### src/rtl/bit_serializer.sv
// Parallel-to-serial converter with a one-word holding buffer. It feeds a bit-serial
// sequence detector one bit on each enabled cycle, with no gap across word boundaries.
module bit_serializer #(
  parameter int unsigned WIDTH     = 8,
  parameter bit          MSB_FIRST = 1'b1
) (
  input  logic             clk,
  input  logic             rst,
  input  logic [WIDTH-1:0] in_data,
  input  logic             in_valid,
  output logic             in_ready,
  input  logic             en,
  output logic             x_out,
  output logic             x_valid,
  output logic             word_done,
  output logic             busy,
  output logic [15:0]      words_sent
);

  localparam int unsigned     CntW    = $clog2(WIDTH);
  localparam logic [CntW-1:0] CntLast = CntW'(WIDTH - 1);

  typedef enum logic [0:0] {StIdle, StShift} state_e;

  state_e           state_q, state_d;
  logic [WIDTH-1:0] hb_q, hb_d;
  logic             hb_full_q, hb_full_d;
  logic [WIDTH-1:0] sr_q, sr_d;
  logic [CntW-1:0]  cnt_q, cnt_d;
  logic             word_done_q, word_done_d;
  logic [15:0]      words_sent_q, words_sent_d;

  logic accept;
  logic out_bit;
  logic last_bit;

  // Move the next bit toward the output end and fill the vacated position with zero.
  function automatic logic [WIDTH-1:0] shift_one(input logic [WIDTH-1:0] v);
    if (MSB_FIRST) begin
      return {v[WIDTH-2:0], 1'b0};
    end else begin
      return {1'b0, v[WIDTH-1:1]};
    end
  endfunction

  assign in_ready = ~hb_full_q & ~rst;
  assign accept   = in_valid & in_ready;
  assign out_bit  = MSB_FIRST ? sr_q[WIDTH-1] : sr_q[0];
  assign last_bit = (state_q == StShift) && en && (cnt_q == CntLast);

  always_comb begin
    state_d      = state_q;
    hb_d         = hb_q;
    hb_full_d    = hb_full_q;
    sr_d         = sr_q;
    cnt_d        = cnt_q;
    words_sent_d = words_sent_q;
    word_done_d  = last_bit;
    x_out        = 1'b0;
    x_valid      = 1'b0;

    // The buffer only accepts a word while it is empty, so accepting a word and
    // draining the buffer into the shift register never happen on the same edge.
    if (accept) begin
      hb_d      = in_data;
      hb_full_d = 1'b1;
    end

    unique case (state_q)
      StIdle: begin
        if (hb_full_q) begin
          sr_d      = hb_q;
          hb_full_d = 1'b0;
          cnt_d     = '0;
          state_d   = StShift;
        end
      end
      StShift: begin
        x_out   = out_bit;
        x_valid = en;
        if (en) begin
          if (cnt_q != CntLast) begin
            sr_d  = shift_one(sr_q);
            cnt_d = cnt_q + 1'b1;
          end else begin
            words_sent_d = words_sent_q + 16'd1;
            // Reload on the same edge so the next word's first bit follows with no gap.
            if (hb_full_q) begin
              sr_d      = hb_q;
              hb_full_d = 1'b0;
              cnt_d     = '0;
            end else begin
              state_d = StIdle;
            end
          end
        end
      end
      default: state_d = StIdle;
    endcase
  end

  always_ff @(posedge clk) begin
    if (rst) begin
      state_q      <= StIdle;
      hb_q         <= '0;
      hb_full_q    <= 1'b0;
      sr_q         <= '0;
      cnt_q        <= '0;
      word_done_q  <= 1'b0;
      words_sent_q <= '0;
    end else begin
      state_q      <= state_d;
      hb_q         <= hb_d;
      hb_full_q    <= hb_full_d;
      sr_q         <= sr_d;
      cnt_q        <= cnt_d;
      word_done_q  <= word_done_d;
      words_sent_q <= words_sent_d;
    end
  end

  assign busy       = (state_q == StShift) | hb_full_q;
  assign word_done  = word_done_q;
  assign words_sent = words_sent_q;

endmodule

### config.mk
export PLATFORM = sky130hd
export DESIGN_NAME = bit_serializer
export DESIGN_NICKNAME = d
export VERILOG_FILES = /design/src/rtl/bit_serializer.sv
export SDC_FILE = /design/constraint.sdc
export NUM_CORES = 1
export LEC_CHECK = 0
export CORE_MARGIN = 2
export CORE_UTILIZATION = 40
export CTS_CLUSTER_DIAMETER = 150
export DETAILED_ROUTE_END_ITERATION = 7
export PLACE_DENSITY_LB_ADDON = 0.3
export SETUP_SLACK_MARGIN = 0.05
export SLEW_MARGIN = 20
export SYNTH_ARGS = -nofsm -noshare
export SYNTH_HDL_FRONTEND = slang
export SYNTH_SLANG_ARGS = --single-unit
### constraint.sdc
create_clock -name clk -period 4.6 [get_ports clk]
set_input_delay 0.92 -clock clk [delete_from_list [all_inputs] [get_ports clk]]
set_output_delay 0.92 -clock clk [all_outputs]
set_load 0.1 [all_outputs]
==> flow_summary.html <==
<table>
<tr><th>Metric</th><th>Value</th></tr>
<tr><th colspan="2">Yosys</th></tr>
<tr><td>Combinational family with the most area after synthesis</td><td>simple AND/OR/NAND/NOR gates</td></tr>
<tr><td>Total standard cell area after synthesis</td><td>roughly 1700 sq um</td></tr>
<tr><td>Synth Warn #</td><td>0</td></tr>
<tr><td>Average instance area after synthesis</td><td>between 8 and 9 sq um</td></tr>
<tr><td>Syn nets</td><td>approximately 210</td></tr>
<tr><td>Async S/R FF share, synth</td><td>0%</td></tr>
<tr><td>Simple-Gate Fraction of Synth Area</td><td>between 20% and 30%</td></tr>
<tr><td>Number of register bits inferred by synthesis</td><td>38</td></tr>
<tr><td>Commonest register cell after synthesis</td><td>sky130_fd_sc_hd__dfxtp_1</td></tr>
<tr><td>EDFF count, synth</td><td>0</td></tr>
<tr><td>Multiplexer share of the synthesized area</td><td>around 1.3%</td></tr>
<tr><td>Register area share after synthesis</td><td>around 46%</td></tr>
<tr><td>Fraction of the mapped netlist area in compound gates</td><td>roughly 12%</td></tr>
<tr><td>Share of synthesized cell area in full adder, half adder and majority cells</td><td>under 10%</td></tr>
<tr><td>Cell type contributing the most total cell area after synthesis</td><td>sky130_fd_sc_hd__dfxtp_1</td></tr>
<tr><td>Netlist cell types</td><td>36</td></tr>
<tr><td>Synth top area cells</td><td>sky130_fd_sc_hd__dfxtp_1 (46%), sky130_fd_sc_hd__nand2_1 (8.8%), sky130_fd_sc_hd__nor2_1 (6.1%)</td></tr>
<tr><td>Synthesized instance count</td><td>around 200</td></tr>
<tr><td>Xor/xnor cell area share of the yosys netlist</td><td>roughly 5.8%</td></tr>
<tr><td>Top cell type's share of synthesized area</td><td>around 46%</td></tr>
<tr><th colspan="2">Worst setup path</th></tr>
<tr><td>Family with the most delay on the worst path</td><td>buffers and inverters</td></tr>
<tr><td>Critical-path maximum fanout</td><td>39</td></tr>
<tr><td>Classification of the worst setup path</td><td>in2out</td></tr>
<tr><td>Critical path buffers and inverters</td><td>3</td></tr>
<tr><td>Series of cell instances along the critical path</td><td>clkdlybuf4s50_1 &gt; buf_4 &gt; nor2_1 &gt; buf_4</td></tr>
<tr><td>Worst stage delay on the critical path</td><td>approximately 0.45 ns</td></tr>
<tr><td>Kind of end point of the critical path</td><td>primary output</td></tr>
<tr><td>Critical path arrival</td><td>2.06 ns</td></tr>
<tr><td>Data required time of the worst path</td><td>3.68 ns</td></tr>
<tr><td>Master of the slowest instance on the critical path</td><td>sky130_fd_sc_hd__clkdlybuf4s50_1</td></tr>
<tr><td>Startpoint Class</td><td>primary input</td></tr>
<tr><td>Cell type with the highest occurrence count on the critical path</td><td>sky130_fd_sc_hd__buf_4</td></tr>
<tr><td>Register-to-register setup slack</td><td>2.30 ns</td></tr>
<tr><th colspan="2">Placed design</th></tr>
<tr><td>Placed Area</td><td>2000 sq um</td></tr>
<tr><td>Placed wire-length estimate after detailed placement</td><td>2320 um</td></tr>
<tr><td>Dpl cells</td><td>between 200 and 300</td></tr>
<tr><td>Final estimated routing congestion in global placement</td><td>0.770</td></tr>
<tr><td>Worst slack, placed</td><td>about 1.6 ns</td></tr>
<tr><td>Port Buffers</td><td>32</td></tr>
<tr><th colspan="2">CTS</th></tr>
<tr><td>Hold-fix buffers, CTS</td><td>0</td></tr>
<tr><td>CTS clock-pin slew for the worst setup and hold paths</td><td>roughly 0.07 ns</td></tr>
<tr><td>Buffers from clock root to sink, at most</td><td>2</td></tr>
<tr><td>Cts repair resizes</td><td>0</td></tr>
<tr><td>Insertion delay to the later sink of the worst-skew pair</td><td>0.28 ns</td></tr>
<tr><td>Cell chosen for the clock root</td><td>sky130_fd_sc_hd__clkbuf_8</td></tr>
<tr><td>Clock tree from TritonCTS</td><td>done</td></tr>
<tr><td>Depth of the CTS H-tree</td><td>2</td></tr>
<tr><td>Sinks on the clock net</td><td>38</td></tr>
<tr><td>Number of buffers added by the clock tree synthesis step</td><td>5</td></tr>
<tr><td>Setup fix buffers added after clock tree synthesis</td><td>0</td></tr>
<tr><th colspan="2">Min path</th></tr>
<tr><td>Worst hold path type</td><td>reg2reg</td></tr>
<tr><th colspan="2">Pwr</th></tr>
<tr><td>Maximum vdd ir drop</td><td>about 190 uV</td></tr>
<tr><td>Tot Pwr</td><td>around 630 uW</td></tr>
<tr><td>Power density relative to cell area</td><td>just over 300 nW/um^2</td></tr>
<tr><td>P_leak</td><td>~0.74 nW</td></tr>
<tr><th colspan="2">STA</th></tr>
<tr><td>Setup repair after global routing missed its margin</td><td>no</td></tr>
<tr><td>Worst-case clock skew</td><td>about 0.0035 ns</td></tr>
<tr><td>Maximum operating frequency</td><td>between 300 and 400 MHz</td></tr>
<tr><td>Final setup slack of the worst path</td><td>between 1.5 and 2 ns</td></tr>
<tr><td>Final cycle utilization of the critical path</td><td>roughly 65%</td></tr>
<tr><td>Final Slew Violations</td><td>0</td></tr>
<tr><td>Total of endpoints with negative setup slack in the final report</td><td>0</td></tr>
<tr><td>Final min period</td><td>roughly 3 ns</td></tr>
<tr><td>Count of final hold-check violations</td><td>0</td></tr>
<tr><td>Total negative setup slack</td><td>0 ns</td></tr>
<tr><td>Relative max-transition margin</td><td>around a third</td></tr>
<tr><td>Transition time of the tightest slew-check pin</td><td>0.971 ns</td></tr>
<tr><th colspan="2">Route</th></tr>
<tr><td>Detailed-route DRC error count</td><td>0</td></tr>
<tr><td>DRT antenna net count</td><td>0</td></tr>
<tr><td>Routed via count divided by cell count</td><td>~5.2</td></tr>
<tr><td>Iter 0 DRT Violations</td><td>77</td></tr>
<tr><td>Routed WL</td><td>3390 um</td></tr>
<tr><td>Number of optimization iterations in the first detailed-route pass</td><td>4</td></tr>
<tr><td>Detailed-route via count</td><td>between 1000 and 1500</td></tr>
<tr><td>Post-DR wirelength/cell</td><td>~12 um</td></tr>
<tr><th colspan="2">Cells and area</th></tr>
<tr><td>Number of antenna cells inserted</td><td>0</td></tr>
<tr><td>Register area</td><td>761 sq um</td></tr>
<tr><td>Proportion of layout cells with a drive suffix above 1</td><td>5.73%</td></tr>
<tr><td>Fin area</td><td>2080 sq um</td></tr>
<tr><td>Final #Nets</td><td>roughly 240</td></tr>
<tr><td>Final instance count without filler cells</td><td>about 280</td></tr>
<tr><td>Fillcell total</td><td>slightly above 400</td></tr>
<tr><td>Area growth syn-to-layout</td><td>24.7%</td></tr>
<tr><td>Combined area of the multi-input logic cells</td><td>~850 sq um</td></tr>
<tr><th colspan="2">Global routing</th></tr>
<tr><td>Global-route wire length before repair</td><td>about 5600 um</td></tr>
<tr><td>Total gr overflow</td><td>0</td></tr>
<tr><td>Global router's overall resource usage</td><td>about 16%</td></tr>
<tr><td>Vias in the first global route</td><td>approximately 1300</td></tr>
<tr><td>Antenna violations before repair</td><td>0</td></tr>
<tr><td>Pin count of the biggest net entering global routing</td><td>40</td></tr>
<tr><th colspan="2">Floorplan</th></tr>
<tr><td>Area of the core</td><td>4000 sq um</td></tr>
<tr><td>Top-Level Pins</td><td>33</td></tr>
<tr><td>Width of the chip</td><td>roughly 69 um</td></tr>
<tr><td>Starting utilization of the core area</td><td>41.6%</td></tr>
<tr><td>Floorplan die height</td><td>a little under 70 um</td></tr>
<tr><td>Die area</td><td>between 4000 and 5000 sq um</td></tr>
<tr><td>Number of placement rows</td><td>23</td></tr>
<tr><th colspan="2">Run status</th></tr>
<tr><td>Status</td><td>finished, final reports clean</td></tr>
<tr><th colspan="2">Flow run</th></tr>
<tr><td>Max-capacitance violation count</td><td>0</td></tr>
</table>
[cells in the final DEF (no fill, tap or decap), types with 2 or more instances in the layout]
cell                              Yosys  routed
sky130_fd_sc_hd__a22oi_1              2       2
sky130_fd_sc_hd__a311oi_1             7       7
sky130_fd_sc_hd__o21ai_0              4       4
sky130_fd_sc_hd__buf_4                1       3
sky130_fd_sc_hd__and4_1               2       2
sky130_fd_sc_hd__a21oi_1             13      13
sky130_fd_sc_hd__clkbuf_1             7       2
sky130_fd_sc_hd__clkbuf_8             0       5
sky130_fd_sc_hd__dfxtp_1             38      38
sky130_fd_sc_hd__nor4_1               2       2
sky130_fd_sc_hd__nor3_1               2       2
sky130_fd_sc_hd__nor2_1              27      27
sky130_fd_sc_hd__nand4_1              5       5
sky130_fd_sc_hd__and2_1               2       2
sky130_fd_sc_hd__ha_1                 4       4
sky130_fd_sc_hd__or2b_1               2       2
sky130_fd_sc_hd__xor2_1               7       7
sky130_fd_sc_hd__and3_1               2       2
sky130_fd_sc_hd__xnor2_1              4       4
sky130_fd_sc_hd__nand2_1             39      39
sky130_fd_sc_hd__nor2b_1              4       4
sky130_fd_sc_hd__nand3_1              6       6
sky130_fd_sc_hd__or3_1                3       3
sky130_fd_sc_hd__clkdlybuf4s50_1      0      30
[routing by layer]
layer | global-route usage (%) | vias up | routed length, um
met5 | 0 | - | 0
met2 | 24.6 | 33 | 1540
li1 | - | 741 | -
met3 | 5.68 | 8 | 194
met1 | 20.2 | 645 | 1590
met4 | 7.50 | 0 | 65
[power breakdown]
| group | internal, mW | switching (mW) |
|---|---|---|
| logic | 0.0265 | 0.0457 |
| registers | 0.342 | 0.00831 |
| clock network | 0.104 | 0.106 |
[cell usage after synthesis (all sizes together), types with 2 or more instances]
library cell / count
nand2: 39
dfxtp: 38
nor2: 27
a21oi: 13
a311oi: 7
clkbuf: 7
nand3: 7
xor2: 7
nand4: 6
ha: 4
nor2b: 4
o21ai: 4
xnor2: 4
and4: 3
buf: 3
or3: 3
a22oi: 2
and2: 2
and3: 2
nor3: 2
nor4: 2
or2b: 2
[tightest hold or removal path, stage by stage, from the launching register on]
cell                      delay, ns
sky130_fd_sc_hd__dfxtp_1       0.31
sky130_fd_sc_hd__nand2_1       0.05
sky130_fd_sc_hd__a21oi_1       0.05
[area by class of cell]
cell class | instances | area share, %
flip-flops and latches | 38 | 36.6
repair buffers | 33 | 15.5
well taps | 50 | 3.01
multi-input cells | 149 | 41.1
clock buffers | 7 | 3.67
[metrics by stage]
step | utilization, % | hold slack (ns)
after floorplan | - | 0.437
after global placement | 50.0 | 0.446
after detailed placement | 50.0 | 0.450
after CTS | 51.9 | 0.460
after global routing | 51.9 | 0.477
final | 51.9 | 0.457
[logic make-up (layout without fill, tap and decap cells)]
kind of cell / Yosys count / count (layout)
AOI/OAI and AO/OA: 30 / 30
and+or+nand+nor: 102 / 102
muxes: 2 / 2
xor gates and xnor gates: 11 / 11
DFF: 38 / 38
buffers and inverters: 10 / 40
adders and majority gates: 4 / 4
[sequential cells by signal, indices dropped and copies added, names as in the netlist]
register and count:
state_q 1, sr_q 8, cnt_q 3, word_done 1
hb_full_q 1, hb_q 8, words_sent 16
[path summary, 6_finish.rpt]
kind | startpoint | to | cells after the start
max | rst | in_ready | 4
min | hb_q[5] | hb_q[5] | 2
max reg2reg | cnt_q[0] | sr_q[3] | 6
min reg2reg | hb_q[5] | hb_q[5] | 2
Note: power is estimated with default switching activity, not from simulation.
==> edit 1: new RTL, same settings <==
The parameter `WIDTH` goes from 8 to 16.
--- a/src/rtl/bit_serializer.sv
+++ b/src/rtl/bit_serializer.sv
@@ -1,7 +1,7 @@
 // Parallel-to-serial converter with a one-word holding buffer. It feeds a bit-serial
 // sequence detector one bit on each enabled cycle, with no gap across word boundaries.
 module bit_serializer #(
-  parameter int unsigned WIDTH     = 8,
+  parameter int unsigned WIDTH     = 16,
   parameter bit          MSB_FIRST = 1'b1
 ) (
   input  logic             clk,
Ports: changed (resized in_data); port bits go from 33 to 41. No check against the original RTL was run, so the function may have changed too.
==> edit 1 against the original RTL <==
  * Wire length is 46% higher
  * Design area up 42%
  * Largest cell class unchanged
  * Critical path depth is the same
  * Combinational power up 47%
  * Area after synthesis up 45%
  * Sequential cell count is 17 higher
  * Global-route usage down 0.36 points
  * Setup slack worse by 0.48 ns
  * Cell count is 40% higher
  * Total power up 53%
  * Die area grew 42%
  * Core utilization is 1.7 points lower
  * Sequential share of layout area is 0.63 points higher
  * Clock skew grew 0.011 ns
==> edit 1: results (changes against the original RTL) <==
| Metric | Value |
|---|---|
| Met1 global-route usage | `21.6% (was 20.2%)` |
| Detailed Place HPWL | `3250 microns (was 2320 microns)` |
| Initial DRC Count | `183 (was 77)` |
| Worst-Skew Late Latency | `0.32 ns (was 0.28 ns)` |
| IO Port Bufs | `40 (was 32)` |
| Post-CTS Setup Repair Bufs | `0 (unchanged)` |
| Largest net degree at the start of global routing | `60 (was 40)` |
| Routed len/inst | `12.7 microns (was 12.2 microns)` |
| Sequential-to-total area share from yosys stat | `45.5% (was 45.7%)` |
| Fill cells | `588 (was 412)` |
| Leakage power | `1.04 nW (was 0.744 nW)` |
| DP Area | `0.00284 sq mm (was 0.00200 sq mm)` |
| Internal power | `0.719 mW (was 0.472 mW)` |
| Worst setup startpoint | `en (was rst)` |
| Bufs on Longest Clock Path | `2 (unchanged)` |
| GR Util met3 | `3.30% (was 5.68%)` |
| Top area cells in the synthesized netlist | `dfxtp_1 46%, o221a_2 7.0%, nor2_1 5.7% (was dfxtp_1 46%, nand2_1 8.8%, nor2_1 6.1%)` |
| Slew Limit Headroom | `35.0% (was 35.1%)` |
| Layout cell share with drive strength beyond 1 | `10.9% (was 5.73%)` |
| Met2 Usage GRT | `25.0% (was 24.6%)` |
| Worst EP arrival | `2.54 ns (was 2.06 ns)` |
| Cell count after synthesis | `282 (was 197)` |
| CTS H-Tree Depth | `2 (unchanged)` |
| Nets@finish | `334 (was 243)` |
| Tot GR Track Use | `15.8% (was 16.1%)` |
| Hold Crit Start | `hb_q[15] (was hb_q[5])` |
| Inst Count DP | `380 (was 270)` |
| N_diodes | `0 (unchanged)` |
| Maximum VDD drop | `136 uV (was 193 uV)` |
| Syn_nets | `304 (was 213)` |
| Setup Skew | `0.0149 ns (was 0.00353 ns)` |
| Vias/cell | `5.24 (was 5.15)` |
| GP Congestion | `0.786 (was 0.770)` |
| Antenna violations before repair | `0 (unchanged)` |
| Vias in the first global route | `1837 (was 1306)` |
| Critical-path maximum fanout | `20 (was 39)` |
| Global-route wire length before repair | `8300 microns (was 5610 microns)` |
| Via total after detailed routing | `2035 (was 1427)` |
| Status | `finished, final reports clean (unchanged)` |
| Synth cell types | `38 (was 36)` |
| Clock slew at reported path FFs | `0.11 ns (was 0.07 ns)` |
| Placement Setup Slack | `1.16 ns (was 1.60 ns)` |
[edit 1: logic make-up after synthesis]
family          Yosys count  synth area share (%)
flops                    55                  45.5
buf+inv                  22                  3.62
compound gates           56                  16.8
fa+ha+maj                 2                  1.04
xor+xnor                  9                  3.26
mux                       2                 0.932
simple gates            136                  28.8
[edit 1: power groups by stage]
stage          registers, mW  logic [mW]  clock network, mW
6_report               0.521       0.106              0.338
5_1_grt                0.524       0.117              0.363
4_1_cts                0.521       0.107              0.348
3_5_place_dp           0.531       0.107                  0
3_3_place_gp           0.531       0.105                  0
2_1_floorplan          0.525      0.0789                  0
[edit 1: layer usage]
metal	wire (microns)	share of wire, %
met5	0	0
met4	59	1.2
met3	209	4.2
met2	2190	45
met1	2460	50
[edit 1: path summary, 6_finish.rpt]
path               to  slack [ns]  depth (start not counted)
max           x_valid        1.14                          4
min          hb_q[15]        0.48                          2
max reg2reg   sr_q[3]        2.33                          4
min reg2reg  hb_q[15]        0.48                          2
[edit 1: final cells by class]
cell class              instances  area, sq um  share of cell area (%)
multi-input cells             205         1230                    41.6
flip-flops and latches         55         1100                    37.3
repair buffers                 41          398                    13.5
well taps                      75         93.8                    3.18
clock buffers                   5         68.8                    2.33
clock inverters                 3         50.0                    1.69
inverters                       4         15.0                   0.508
[edit 1: critical path: stages]
cell and delay [ns]:
clkdlybuf4s50_1 0.59, nand2_1 0.43, inv_1 0.26, buf_4 0.33
